===== src/rtl/ddr_axi_arb.sv =====
// ddr_axi_arb: two-master AXI4 arbiter sharing the single DDR3 controller port.
// Ports: clk / rst_ (synchronous, active-low); m0_* = UART command bridge, m1_* = DMA client,
// each with AW/W/B and AR/R channels; s_* = mirrored slave-side port toward ddr3_top.
// Write and read directions arbitrate independently, one outstanding transaction each.
// Build option DDR_ARB_RR_EN: round-robin tie-break per direction; undefined = master 0 wins ties.
module ddr_axi_arb #(
  parameter int AW = 32,
  parameter int DW = 32
) (
  input  logic            clk,
  input  logic            rst_,
  input  logic [AW-1:0]   m0_awaddr,
  input  logic [7:0]      m0_awlen,
  input  logic            m0_awvalid,
  output logic            m0_awready,
  input  logic [DW-1:0]   m0_wdata,
  input  logic [DW/8-1:0] m0_wstrb,
  input  logic            m0_wlast,
  input  logic            m0_wvalid,
  output logic            m0_wready,
  output logic            m0_bvalid,
  input  logic            m0_bready,
  input  logic [AW-1:0]   m0_araddr,
  input  logic [7:0]      m0_arlen,
  input  logic            m0_arvalid,
  output logic            m0_arready,
  output logic [DW-1:0]   m0_rdata,
  output logic            m0_rlast,
  output logic            m0_rvalid,
  input  logic            m0_rready,
  input  logic [AW-1:0]   m1_awaddr,
  input  logic [7:0]      m1_awlen,
  input  logic            m1_awvalid,
  output logic            m1_awready,
  input  logic [DW-1:0]   m1_wdata,
  input  logic [DW/8-1:0] m1_wstrb,
  input  logic            m1_wlast,
  input  logic            m1_wvalid,
  output logic            m1_wready,
  output logic            m1_bvalid,
  input  logic            m1_bready,
  input  logic [AW-1:0]   m1_araddr,
  input  logic [7:0]      m1_arlen,
  input  logic            m1_arvalid,
  output logic            m1_arready,
  output logic [DW-1:0]   m1_rdata,
  output logic            m1_rlast,
  output logic            m1_rvalid,
  input  logic            m1_rready,
  output logic [3:0]      s_awid,
  output logic [AW-1:0]   s_awaddr,
  output logic [7:0]      s_awlen,
  output logic [1:0]      s_awburst,
  output logic            s_awvalid,
  input  logic            s_awready,
  output logic [DW-1:0]   s_wdata,
  output logic [DW/8-1:0] s_wstrb,
  output logic            s_wlast,
  output logic            s_wvalid,
  input  logic            s_wready,
  input  logic            s_bvalid,
  output logic            s_bready,
  output logic [3:0]      s_arid,
  output logic [AW-1:0]   s_araddr,
  output logic [7:0]      s_arlen,
  output logic [1:0]      s_arburst,
  output logic            s_arvalid,
  input  logic            s_arready,
  input  logic [DW-1:0]   s_rdata,
  input  logic            s_rlast,
  input  logic            s_rvalid,
  output logic            s_rready
);
  typedef enum logic [1:0] {W_IDLE, W_ADDR, W_DATA, W_RESP} w_state_t;
  typedef enum logic [1:0] {R_IDLE, R_ADDR, R_DATA} r_state_t;
  w_state_t w_state;
  r_state_t r_state;
  logic wgnt, rgnt, wpick, rpick, w_req, r_req;
  logic w_addr, w_data, w_resp, r_addr, r_data;
  assign w_req = (w_state == W_IDLE) && (m0_awvalid || m1_awvalid);
  assign r_req = (r_state == R_IDLE) && (m0_arvalid || m1_arvalid);
`ifdef DDR_ARB_RR_EN
  // Pointer holds the master granted last; a tie goes to the other one.
  logic wlast_gnt, rlast_gnt;
  assign wpick = (m0_awvalid && m1_awvalid) ? !wlast_gnt : !m0_awvalid;
  assign rpick = (m0_arvalid && m1_arvalid) ? !rlast_gnt : !m0_arvalid;
  always_ff @(posedge clk) begin
    if (!rst_) begin
      wlast_gnt <= 1'b1;
      rlast_gnt <= 1'b1;
    end else begin
      if (w_req) wlast_gnt <= wpick;
      if (r_req) rlast_gnt <= rpick;
    end
  end
`else
  assign wpick = !m0_awvalid;
  assign rpick = !m0_arvalid;
`endif
  always_ff @(posedge clk) begin
    if (!rst_) begin
      w_state <= W_IDLE;
      wgnt    <= 1'b0;
    end else begin
      case (w_state)
        W_IDLE: if (w_req) begin
          wgnt    <= wpick;
          w_state <= W_ADDR;
        end
        W_ADDR:  if (s_awvalid && s_awready) w_state <= W_DATA;
        W_DATA:  if (s_wvalid && s_wready && s_wlast) w_state <= W_RESP;
        W_RESP:  if (s_bvalid && s_bready) w_state <= W_IDLE;
        default: w_state <= W_IDLE;
      endcase
    end
  end
  always_ff @(posedge clk) begin
    if (!rst_) begin
      r_state <= R_IDLE;
      rgnt    <= 1'b0;
    end else begin
      case (r_state)
        R_IDLE: if (r_req) begin
          rgnt    <= rpick;
          r_state <= R_ADDR;
        end
        R_ADDR:  if (s_arvalid && s_arready) r_state <= R_DATA;
        R_DATA:  if (s_rvalid && s_rready && s_rlast) r_state <= R_IDLE;
        default: r_state <= R_IDLE;
      endcase
    end
  end
  assign w_addr = w_state == W_ADDR;
  assign w_data = w_state == W_DATA;
  assign w_resp = w_state == W_RESP;
  assign r_addr = r_state == R_ADDR;
  assign r_data = r_state == R_DATA;
  // Payloads follow the grant unconditionally; only valid/ready are phase-gated.
  assign s_awid     = '0;
  assign s_awburst  = 2'b01;
  assign s_awaddr   = wgnt ? m1_awaddr : m0_awaddr;
  assign s_awlen    = wgnt ? m1_awlen : m0_awlen;
  assign s_awvalid  = w_addr && (wgnt ? m1_awvalid : m0_awvalid);
  assign m0_awready = w_addr && !wgnt && s_awready;
  assign m1_awready = w_addr && wgnt && s_awready;
  assign s_wdata    = wgnt ? m1_wdata : m0_wdata;
  assign s_wstrb    = wgnt ? m1_wstrb : m0_wstrb;
  assign s_wlast    = wgnt ? m1_wlast : m0_wlast;
  assign s_wvalid   = w_data && (wgnt ? m1_wvalid : m0_wvalid);
  assign m0_wready  = w_data && !wgnt && s_wready;
  assign m1_wready  = w_data && wgnt && s_wready;
  assign s_bready   = w_resp && (wgnt ? m1_bready : m0_bready);
  assign m0_bvalid  = w_resp && !wgnt && s_bvalid;
  assign m1_bvalid  = w_resp && wgnt && s_bvalid;
  assign s_arid     = '0;
  assign s_arburst  = 2'b01;
  assign s_araddr   = rgnt ? m1_araddr : m0_araddr;
  assign s_arlen    = rgnt ? m1_arlen : m0_arlen;
  assign s_arvalid  = r_addr && (rgnt ? m1_arvalid : m0_arvalid);
  assign m0_arready = r_addr && !rgnt && s_arready;
  assign m1_arready = r_addr && rgnt && s_arready;
  assign m0_rdata   = s_rdata;
  assign m1_rdata   = s_rdata;
  assign m0_rlast   = s_rlast;
  assign m1_rlast   = s_rlast;
  assign m0_rvalid  = r_data && !rgnt && s_rvalid;
  assign m1_rvalid  = r_data && rgnt && s_rvalid;
  assign s_rready   = r_data && (rgnt ? m1_rready : m0_rready);
endmodule


===== config.mk =====
export PLATFORM = sky130hd
export DESIGN_NAME = ddr_axi_arb
export DESIGN_NICKNAME = d
export VERILOG_FILES = /design/src/rtl/ddr_axi_arb.sv
export SDC_FILE = /design/constraint.sdc
export NUM_CORES = 1
export LEC_CHECK = 0
export CELL_PAD_IN_SITES_DETAIL_PLACEMENT = 2
export CELL_PAD_IN_SITES_GLOBAL_PLACEMENT = 2
export CORE_AREA = 2 2 193 195
export CTS_CLUSTER_SIZE = 10
export DETAILED_ROUTE_END_ITERATION = 12
export DIE_AREA = 0 0 195 197
export PLACE_DENSITY = 0.85
export REMOVE_ABC_BUFFERS = 1
export SLEW_MARGIN = 20
export SYNTH_ARGS = -nofsm -noshare
export SYNTH_HDL_FRONTEND = slang
export SYNTH_SLANG_ARGS = --single-unit

===== constraint.sdc =====
create_clock -name clk -period 2.93 [get_ports clk]
set_input_delay 0.293 -clock clk [delete_from_list [all_inputs] [get_ports clk]]
set_output_delay 0.293 -clock clk [all_outputs]
set_load 0.01 [all_outputs]

### Word-level counts from Yosys, hierarchy flattened

Cells that the tools add are included.

* logic and storage cells: 83
* input port bits: 284
* bits in registers: 6
* output and inout bits: 210

* muxes and demuxes: 21
* equal/unequal tests: 12
* reductions and logical operators: 46

Operators with widths (count)
* 32-bit two-way mux: 3
* 1-bit logical AND: 34
* 8-bit two-way mux: 2
* 2-bit two-way mux: 7
* 2-bit by 1-bit != test with 1-bit output, second input constant: 5
* 2-bit one-hot mux with 4 select lines: 1
* 2-bit equality test, second input constant: 3
* 1-bit two-way mux: 6
* 2-bit one-hot mux with 3 select lines: 1
* 2-bit by 1-bit equality test with 1-bit output, second input constant: 2
* 1-bit logical NOT: 4
* 2-bit logical NOT: 2
* 4-bit two-way mux: 1
* 2-bit != test, second input constant: 2
* 2-bit AND reduction: 2
* 4-bit AND reduction: 1
* 3-bit AND reduction: 1
* 1-bit logical OR: 2

### Logic depth before layout (Yosys ltp)

Gate-level depths: netlist of the first run.

* word-level depth: 6
* mapped depth: 6
* depth with buffers taken out: 5

### Worst setup path after synthesis of the first run

OpenSTA, ideal clock, no wires.

* path type: flip-flop to output port
* from: reg rgnt
* to: out s_araddr[0]
* slack: 1522 ps
* data required time: 2637 ps
* stages on the path, launching flop included: 4
* arrival time: 1115 ps
* path buffers: 2
* path through: dfxtp_1 -> buf_2 -> buf_2 -> mux2_2

* cells in the longest elaborated chain, start to end: 1

RTL lines
* start: declaration: line 78 `logic wgnt, rgnt, wpick, rpick, w_req, r_req;`
* start signal: assignment: line 124 `rgnt <= rpick;`
* 32-bit two-way mux: line 157 `assign s_araddr = rgnt ? m1_araddr : m0_araddr;`
* end: declaration: line 64 `output logic [AW-1:0] s_araddr,`

No other way between the ends.

### Final worst setup path of the first run

* from: reg wgnt
* to: out s_wdata[20]

* cells in the longest elaborated chain, start to end: 1

RTL lines
* start: declaration: line 78
* start signal: assignment: line 107 `wgnt <= wpick;`
* 32-bit two-way mux: line 146 `assign s_wdata = wgnt ? m1_wdata : m0_wdata;`
* end: declaration: line 56 `output logic [DW-1:0] s_wdata,`

No other way between the ends.

==> results of run 1 <==
==> metal layers <==
layer	vias up	global-route usage	part of all wire
met5	-	0.0255	0.0059
met4	2	0.00961	0.0056
met3	8	0.0628	0.14
met2	262	0.167	0.48
met1	1606	0.102	0.36
li1	1501	-	-
==> power by group through the flow <==
stage	Clock, mW	Sequential [mW]	Combinational, mW
2_1_floorplan	0	0.194	0.598
4_1_cts	0.240	0.147	1.64
6_report	0.234	0.146	1.61
5_1_grt	0.244	0.151	1.71
3_5_place_dp	0	0.148	1.63
3_3_place_gp	0	0.145	1.60
==> cell usage in the layout, fill, tap and decap left out, types with 2 or more instances in the layout <==
master           Yosys  routed
a211oi_1             2       2
a21oi_1              3       3
conb_1               2      12
nor2b_1              9       9
o21ai_0              4       4
buf_4               78       2
nor2_1               9       9
clkdlybuf4s50_1      0     385
mux2i_1              8       8
nand2_1             10      10
clkbuf_16            0       3
mux2_2             116     116
dfxtp_1              6       4
inv_1                8       8
ha_1                 4       4
and3_1               2       2
==> logic make-up (layout without fill, tap and decap cells) <==
family | after synthesis | after routing
multiplexers | 124 | 124
flip-flops | 6 | 6
buffers and inverters | 102 | 401
other | 2 | 12
AND/OR/NAND/NOR | 31 | 31
AO/OA/AOI/OAI | 13 | 13
adder cells (fa/ha/maj) | 4 | 4
==> worst reg2reg max path, cell delays in order, from the launching register on <==
cell	delay, ps
dfxtp_2	600
buf_4	360
mux2i_1	140
o21ai_0	400
a21oi_1	110
==> flip-flops by register name, indices dropped and copies added (netlist names) <==
signal	count
w_state	2
wgnt	1
r_state	2
rgnt	1
==> cell type report <==
class | instances | area [sq um]
clock buffers | 4 | 78.8
fillers | 4179 | 29800
inverters | 9 | 33.8
multi-input cells | 184 | 1720
flip-flops and latches | 6 | 125
well taps | 468 | 586
repair buffers | 388 | 3890
==> synthesized netlist by cell type, types with 2 or more instances <==
master / n / share of area
mux2i_1: 8 / 0.032
inv_1: 8 / 0.012
o21ai_0: 4 / 0.0080
buf_4: 78 / 0.23
nor2b_1: 9 / 0.022
a21oi_1: 3 / 0.0060
conb_1: 2 / 0.0030
ha_1: 4 / 0.020
buf_6: 2 / 0.0090
dfxtp_1: 6 / 0.048
nor2_1: 9 / 0.013
nand2_1: 10 / 0.015
buf_2: 13 / 0.026
a211oi_1: 2 / 0.0060
and3_1: 2 / 0.0050
mux2_2: 116 / 0.52
==> final timing paths <==
check	end	depth (start not counted)	slack (ps)
max reg2reg	r_state[1]	4	1180
min reg2reg	w_state[0]	2	510
min	w_state[0]	2	510
max	s_wdata[20]	3	560
==> stage by stage <==
| stage | hold slack [ps] | utilization |
|---|---|---|
| 3_3_place_gp | 465 | 0.175 |
| 6_report | 505 | 0.177 |
| 4_1_cts | 509 | 0.177 |
| 5_1_grt | 529 | 0.177 |
| 2_1_floorplan | 389 | - |
| 3_5_place_dp | 503 | 0.175 |
==> impl_results.md, run 1 <==
- Post-synthesis async set-or-reset flop share: 0
- CP top delay family: buffers and inverters
- Final hold viol count: 0
- Largest family of logic cells by synthesized area: multiplexers
- Setup crit end kind: output port
- ANT cells: 0
- Post-cts sizing count: 0
- Syn_area_per_cell: just under 9 sq um
- Min-delay src: w_state[0]
- Die H: between 150 and 200 um
- Hold Path Class: flip-flop to flip-flop
- Inst Count DP: 1055
- Area growth syn-to-layout: 156%
- First-pass DRT Iterations: 4
- Adder-Cell Fraction of Synth Area: 0.0200
- RR Startpoint: rgnt
- H-tree level count: 1
- Die X: 195 um
- Die area: just under 40000 sq um
- FF+latch count, synth: 6
- Boundary Pins: 494
- Worst Path Arrival: 2080 ps
- RSZ-0062 raised after global routing: no
- Critical-path cell list: buf_12 > mux2_2 > clkdlybuf4s50_1
- Switching share of power: 0.344
- First-pass GRT wire length: 26600 um
- Max-cap violations: 0
- Core Footprint: 36300 sq um
- Pin count of the biggest net entering global routing: between 70 and 80
- CP max-delay cell: clkdlybuf4s50_1
- Vias/cell: 3.19
- CTS Sinks: 6
- Clk pwr share: 0.118
- Non-Filler Instances: 1059
- Post-Syn Area: 2510 sq um
- Post-synth EDFFs: 0
- Yosys Warn Count: 0
- Final setup vio count: 0
- Post-Route WL: 20600 um
- GR Overflow Total: 0
- CTS Buf Count: 3
- Tmin final: 2370 ps
- Initial cell density of the core: 0.0692
- Gr usage total: 0.0975
- Critical Path Source: wgnt
- Simple-gate share of the synthesized area: 0.0579
- Post-Synth XOR/XNOR Area: 0
- Layout cells sized above 1: 0.215
- Combinational power share: 0.809
- Gate Count Post-Synth: about 280
- Bufs on Longest Clock Path: 2
- Final Instance Area: 6430 sq um
- Wire per inst: a little under 20 um
- Site Rows: 70
- Register share of total power: 0.073
- Setup TNS: 0 ps
- Crit start category: flip-flop
- Sw Pwr: 0.683 mW
- Yosys cell types: 22
- Largest fanout on the critical path: 71
- Setup Skew: 0.159 ps
- Nets@finish: 880
- Leak: 2.25 nW
- Status: complete, no violations
- Kind of critical path: flip-flop to output port
- CP bufs+invs: 2
- Sequential element share of the synthesized area: 0.0479
- Final Worst Setup Slack: between 500 and 600 ps
- Vias: 3379
- Tot Pwr: 1.98 mW
- Final ANT Viol Nets: 0
- GP Congestion: 0.714
- Pre-CTS setup slack: between 500 and 600 ps
- CTS clk-pin slew, worst paths: 40 ps
- Peak VDD IR: 0.131 mV
- Vias in the first global route: 3689
- Mux contribution to synthesized area: 0.553
- Antenna violations before repair: 0
- Post-CTS Setup Repair Bufs: 0
- PD cells: 309 nW/um^2
- DRC viols: 0
- Starting DRT DRC Count: 49
- CTS Root Cell: clkbuf_16
- CTS tree: done
- Slew Viols, Final: 0
- Post-CTS Hold Fix Bufs: 0
- Crit path required time: 2640 ps
- Dpl hpwl: 18900 um
- Clock Latency Late Sink: roughly 230 ps
- Share of the clock period used by the worst path: 0.809
- Compound-Gate Fraction of Synth Area: 0.0364
- Port Buffer Count: 385
- DP Area: 6350 sq um
- Fmax: 422 MHz
- Largest stage delay, worst path: 500 ps
- Predominant post-synthesis flop cell: dfxtp_1
- Int Pwr: 1.30 mW
No activity file was read; power rests on OpenSTA's default activity.
==> run 2, diff against run 1 <==
==> constraint.sdc (replaced) <==
create_clock -name clk -period 2.2 [get_ports clk]
set_input_delay 0.22 -clock clk [delete_from_list [all_inputs] [get_ports clk]]
set_output_delay 0.22 -clock clk [all_outputs]
set_load 0.01 [all_outputs]
==> run 2 against run 1 <==
- total power increased by 37%
- die area unchanged
- clock power increased by 37%
- wire length increased by 0.51%
- utilization increased by 0.16 points
- combinational power increased by 37%
- first-iteration DRC count increased by 61%
- sequential power increased by 23%
- via count increased by 0.98%
- non-clock buffer count increased by 5
- clock-buffer cell count unchanged
- sequential share of layout area about the same
==> impl_results.md, run 2 (synthesis gave the netlist of run 1 again) <==
- Port Buffer Count: 385
- Starting DRT DRC Count: 79
- CTS Buf Count: 3
- Non-Filler Instances: 1064
- GP Congestion: 0.746
- Slew Viols, Final: 0
- Nets@finish: 885
- Vias: between 3k and 4k
- Fillers: 4201
- Core Footprint: 36300 sq um
- Site Rows: 70
- PD cells: approximately 420 nW/um^2
- Crit start category: flip-flop
- RSZ-0062 raised after global routing: no
- Dpl hpwl: 18900 um
- Fmax: between 400 and 500 MHz
- Die H: 197 um
- Worst slew pin tran: 524 ps
- First-pass DRT Iterations: 3
- Wire per inst: 19.5 um
- Clock Latency Late Sink: 230 ps
- Final Instance Area: around 6500 sq um
- Initial cell density of the core: 0.0692
- Post-Route WL: just over 20000 um
- Area growth syn-to-layout: 159%
- Pin count of the biggest net entering global routing: 48
- Final setup vio count: 0
- Setup crit end kind: output port
- DP Area: 6390 sq um
- Kind of critical path: flip-flop to output port
- Setup Skew: 0.116 ps
- Die area: just under 40000 sq um
- CTS clk-pin slew, worst paths: 40 ps
- Top flop regs: r_state (2), w_state (2)
- Tot Pwr: 2.71 mW
- Gr usage total: 0.0989
- Share of the clock period used by the worst path: 0.952
- CTS tree: done
- Peak VDD IR: 0.138 mV
- Leak: 2.28 nW
- Tmin final: roughly 2100 ps
- CTS Sinks: 6
- GR Overflow Total: 0
- H-tree level count: 1
- Max-cap violations: 0
- Boundary Pins: 494
- Hold Worst Slack: 440 ps
- Layout cells sized above 1: 0.223
- ANT cells: 0
- Bufs on Longest Clock Path: 2
- Final ANT Viol Nets: 0
- Final hold viol count: 0
- DRC viols: 0
- Commonest non-fill, non-tap cell in the layout: clkdlybuf4s50_1
- Crit path required time: 1980 ps
- Most frequent cells in the layout: clkdlybuf4s50_1, mux2_2, conb_1
- Antenna violations before repair: 0
- Largest fanout on the critical path: 38
- Vias/cell: roughly 3.2
- Vias in the first global route: between 3k and 4k
- Max-slew headroom: 0.640
- Die X: 195 um
- Status: complete, no violations
- First-pass GRT wire length: 27200 um
- CTS Root Cell: clkbuf_16
- Hold Path Class: input pin to output port
- Inst Count DP: 1059
- Worst Path Arrival: 1870 ps
[run 2: cell count changes in the layout (fill, tap and decap cells not counted), sizes merged]
cell / change
buf: +5
[run 2: metrics by stage]
stage	setup slack, ps	utilization	setup TNS (ps)
after floorplan	-1030	-	-57800
after global placement	-58.8	0.176	-58.8
after global routing	43.7	0.179	0
after detailed placement	-99.8	0.176	-99.8
after CTS	3.58	0.179	0
final	105	0.179	0
[run 2: power by group]
part / leakage (nW) / total, mW / internal, mW / switching [mW]
logic: 2.19 / 2.21 / 1.40 / 0.814
clock network: 0.0382 / 0.321 / 0.242 / 0.0786
registers: 0.0506 / 0.180 / 0.137 / 0.0429
[run 2: what timing repair did]
| item | CTS | global route |
|---|---|---|
| pin swaps | 0 | 0 |
| hold buffers | 0 | 0 |
| endpoints found under the setup margin | 2 | 1 |
| gates resized for setup | 1 | 1 |
| buffers inserted | 1 | 0 |
| endpoints found under the hold margin | 0 | 0 |
[run 2: cell type report]
| type | instances | area, sq um | area share |
|---|---|---|---|
| clock buffers | 4 | 78.8 | 0.0122 |
| inverters | 9 | 33.8 | 0.00521 |
| multi-input cells | 184 | 1730 | 0.266 |
| flip-flops and latches | 6 | 125 | 0.0193 |
| well taps | 468 | 586 | 0.0903 |
| repair buffers | 393 | 3940 | 0.607 |
[run 2: worst paths after layout]
kind / from / end / slack, ps / depth (start not counted)
worst max-delay path: wgnt / s_wdata[20] / 110 / 3
worst max register to register: rgnt / r_state[0] / 690 / 4
worst min-delay path: s_rdata[26] / m0_rdata[26] / 440 / 0
worst min register to register: r_state[1] / r_state[0] / 500 / 1
[run 2: layer usage]
metal	track usage	part of all wire	routed length, um
met1	0.107	0.38	7790
met3	0.0582	0.14	2830
met4	0.00792	0.0028	57
met2	0.170	0.48	9890
met5	0.0255	0.0058	121
[run 2: worst max-delay path, cell delays in order, from the launching register on]
cell and delay, ps:
dfxtp_4 450, buf_12 250, mux2_2 410, clkdlybuf4s50_1 500
==> run 3, diff against run 2 <==
==> config.mk (replaced) <==
export PLATFORM = sky130hd
export DESIGN_NAME = ddr_axi_arb
export DESIGN_NICKNAME = d
export VERILOG_FILES = /design/src/rtl/ddr_axi_arb.sv
export SDC_FILE = /design/constraint.sdc
export NUM_CORES = 1
export LEC_CHECK = 0
export ABC_CLOCK_PERIOD_IN_PS = 2200
export CORE_AREA = 4 4 191 193
export CTS_CLUSTER_SIZE = 10
export DETAILED_ROUTE_END_ITERATION = 12
export DIE_AREA = 0 0 195 197
export PLACE_DENSITY = 0.47
export REMOVE_ABC_BUFFERS = 1
export SLEW_MARGIN = 20
export SYNTH_ARGS = -nofsm -noshare
export SYNTH_HDL_FRONTEND = slang
export SYNTH_SLANG_ARGS = --single-unit
==> run 3 against run 2 <==
- combinational power fell by 2%
- largest power group unchanged
- sequential power is 6% higher
- first-iteration DRC count fell by 56%
- utilization increased by 0.99 points
- critical path type unchanged
- sequential share of layout area is essentially flat
- total power is 1.3% lower
- clock power fell by 1%
- critical path depth did not move
- non-clock buffer count increased by 7
==> impl_results.md, run 3 (synthesis gave the netlist of run 1 again) <==
- DP Area: approximately 6400 sq um
- Hold Worst Slack: 440 ps
- Hold Path End: m1_rdata[10]
- Final ANT Viol Nets: 0
- Peak VDD IR: approximately 0.14 mV
- Fmax: 475 MHz
- Top flop regs: r_state (2), w_state (2)
- Nets@finish: 892
- Commonest non-fill, non-tap cell in the layout: clkdlybuf4s50_1
- Boundary Pins: 494
- Gr usage total: 0.0884
- Worst Path Arrival: around 1900 ps
- Most frequent cells in the layout: clkdlybuf4s50_1, mux2_2, buf_4
- CTS Root Cell: clkbuf_16
- CTS Sinks: 6
- Die X: 195 um
- Bufs on Longest Clock Path: 2
- Slew Viols, Final: 0
- Crit start category: flip-flop
- CP top delay family: buffers and inverters
- CTS clk-pin slew, worst paths: 30 ps
- Min-delay src: s_rdata[10]
- Vias in the first global route: 3488
- WHS Path Cells: 0
- Starting DRT DRC Count: 35
- Site Rows: between 60 and 70
- Reg2reg path depth: 6
- Pin count of the biggest net entering global routing: 38
- RSZ-0062 raised after global routing: no
- Setup Skew: 0.412 ps
- Crit path required time: 1980 ps
- Setup crit end kind: output port
- PD cells: 410 nW/um^2
- Wire per inst: 17.9 um
- Share of the clock period used by the worst path: 0.957
- RR Startpoint: wgnt
- Final hold viol count: 0
- R2R Setup Slk: 680 ps
- Largest fanout on the critical path: 16
- Layout cells sized above 1: 0.232
- Post-CTS Hold Fix Bufs: 0
- Antenna violations before repair: 2
- Final Instance Area: 6520 sq um
- GR Overflow Total: 0
- GP Congestion: 0.813
- DRC viols: 0
- Largest stage delay, worst path: 500 ps
- Tmin final: 2110 ps
- H-tree level count: 1
- Reg2Reg Capture Point: w_state[0]
- Vias/cell: 3.08
- Vias: 3263
- Max-cap violations: 0
- Post-Route WL: about 19000 um
- Area growth syn-to-layout: 160%
- Hold Path Class: input pin to output port
- CTS Buf Count: 3
- Initial cell density of the core: 0.0726
- Kind of critical path: flip-flop to output port
- Critical-path cell list: buf_4 > mux2_2 > clkdlybuf4s50_1
- Die H: a little under 200 um
- Port Buffer Count: 385
- Leak: 2.32 nW
- Clock Latency Late Sink: between 200 and 250 ps
- CP max-delay cell: dfxtp_2
- Status: complete, no violations
- Dpl hpwl: 17500 um
- Die area: 38400 sq um
- Final setup vio count: 0
- Core Footprint: roughly 35000 sq um
- CP bufs+invs: 2
- First-pass DRT Iterations: 4
- First-pass GRT wire length: between 20000 and 25000 um
- CTS tree: done
[run 3: cell types whose count changed in the layout (fill, tap and decap cells not counted), sizes merged]
cell and change:
diode +1, buf +7
[run 3: cell type report]
class / instances / area (sq um)
diodes: 1 / 2.50
clock buffers: 4 / 78.8
fillers: 3851 / 28000
inverters: 9 / 33.8
multi-input cells: 184 / 1720
flip-flops and latches: 6 / 125
well taps: 455 / 569
repair buffers: 400 / 3990
[run 3: timing repair]
action                                  in CTS  in global routing
resized for setup                            1                  0
endpoints found under the hold margin        0                  0
setup buffers                                0                  4
endpoints found under the setup margin       1                  6
gates cloned                                 0                  0
[run 3: worst reg2reg max path: stages, from the launching register on]
cell,delay [ps]
dfxtp_4,490
buf_4,170
mux2i_1,220
o21ai_0,110
buf_4,140
o2111a_2,160
mux2i_1,120
[run 3: worst max-delay path by stage]
stage,start,end,cells after the start
floorplan,wgnt,w_state[0],4
global placement,m1_wvalid,s_wvalid,5
detailed placement,m0_wvalid,s_wvalid,5
CTS,wgnt,s_wdata[9],3
global route,rgnt,s_araddr[16],3
finish,rgnt,s_araddr[30],3
[run 3: routing by layer]
layer  vias to the layer above  track usage  wire length, um
met2                       280        0.142             8660
met1                      1439       0.0975             7030
met5                         -       0.0296              122
met3                        13       0.0609             2970
met4                         2       0.0124              206
li1                       1529            -                -
[run 3: per-stage QoR]
step                setup WS (ps)  instances  utilization  setup TNS, ps  power, mW
detailed placement            259       1050        0.185              0       2.37
global route                 19.5       1059        0.189              0       2.85
floorplan                   -1030        199            -         -57800       1.06
finish                       94.4       1059        0.189              0       2.68
CTS                          22.9       1054        0.188              0       2.72
global placement              242       1050        0.185              0       2.37
[run 3: power breakdown]
part	total (mW)	switching [mW]	internal, mW	leakage (nW)
clock	0.317	0.0753	0.242	0.0382
combinational	2.17	0.755	1.41	2.23
sequential	0.191	0.0534	0.137	0.0506
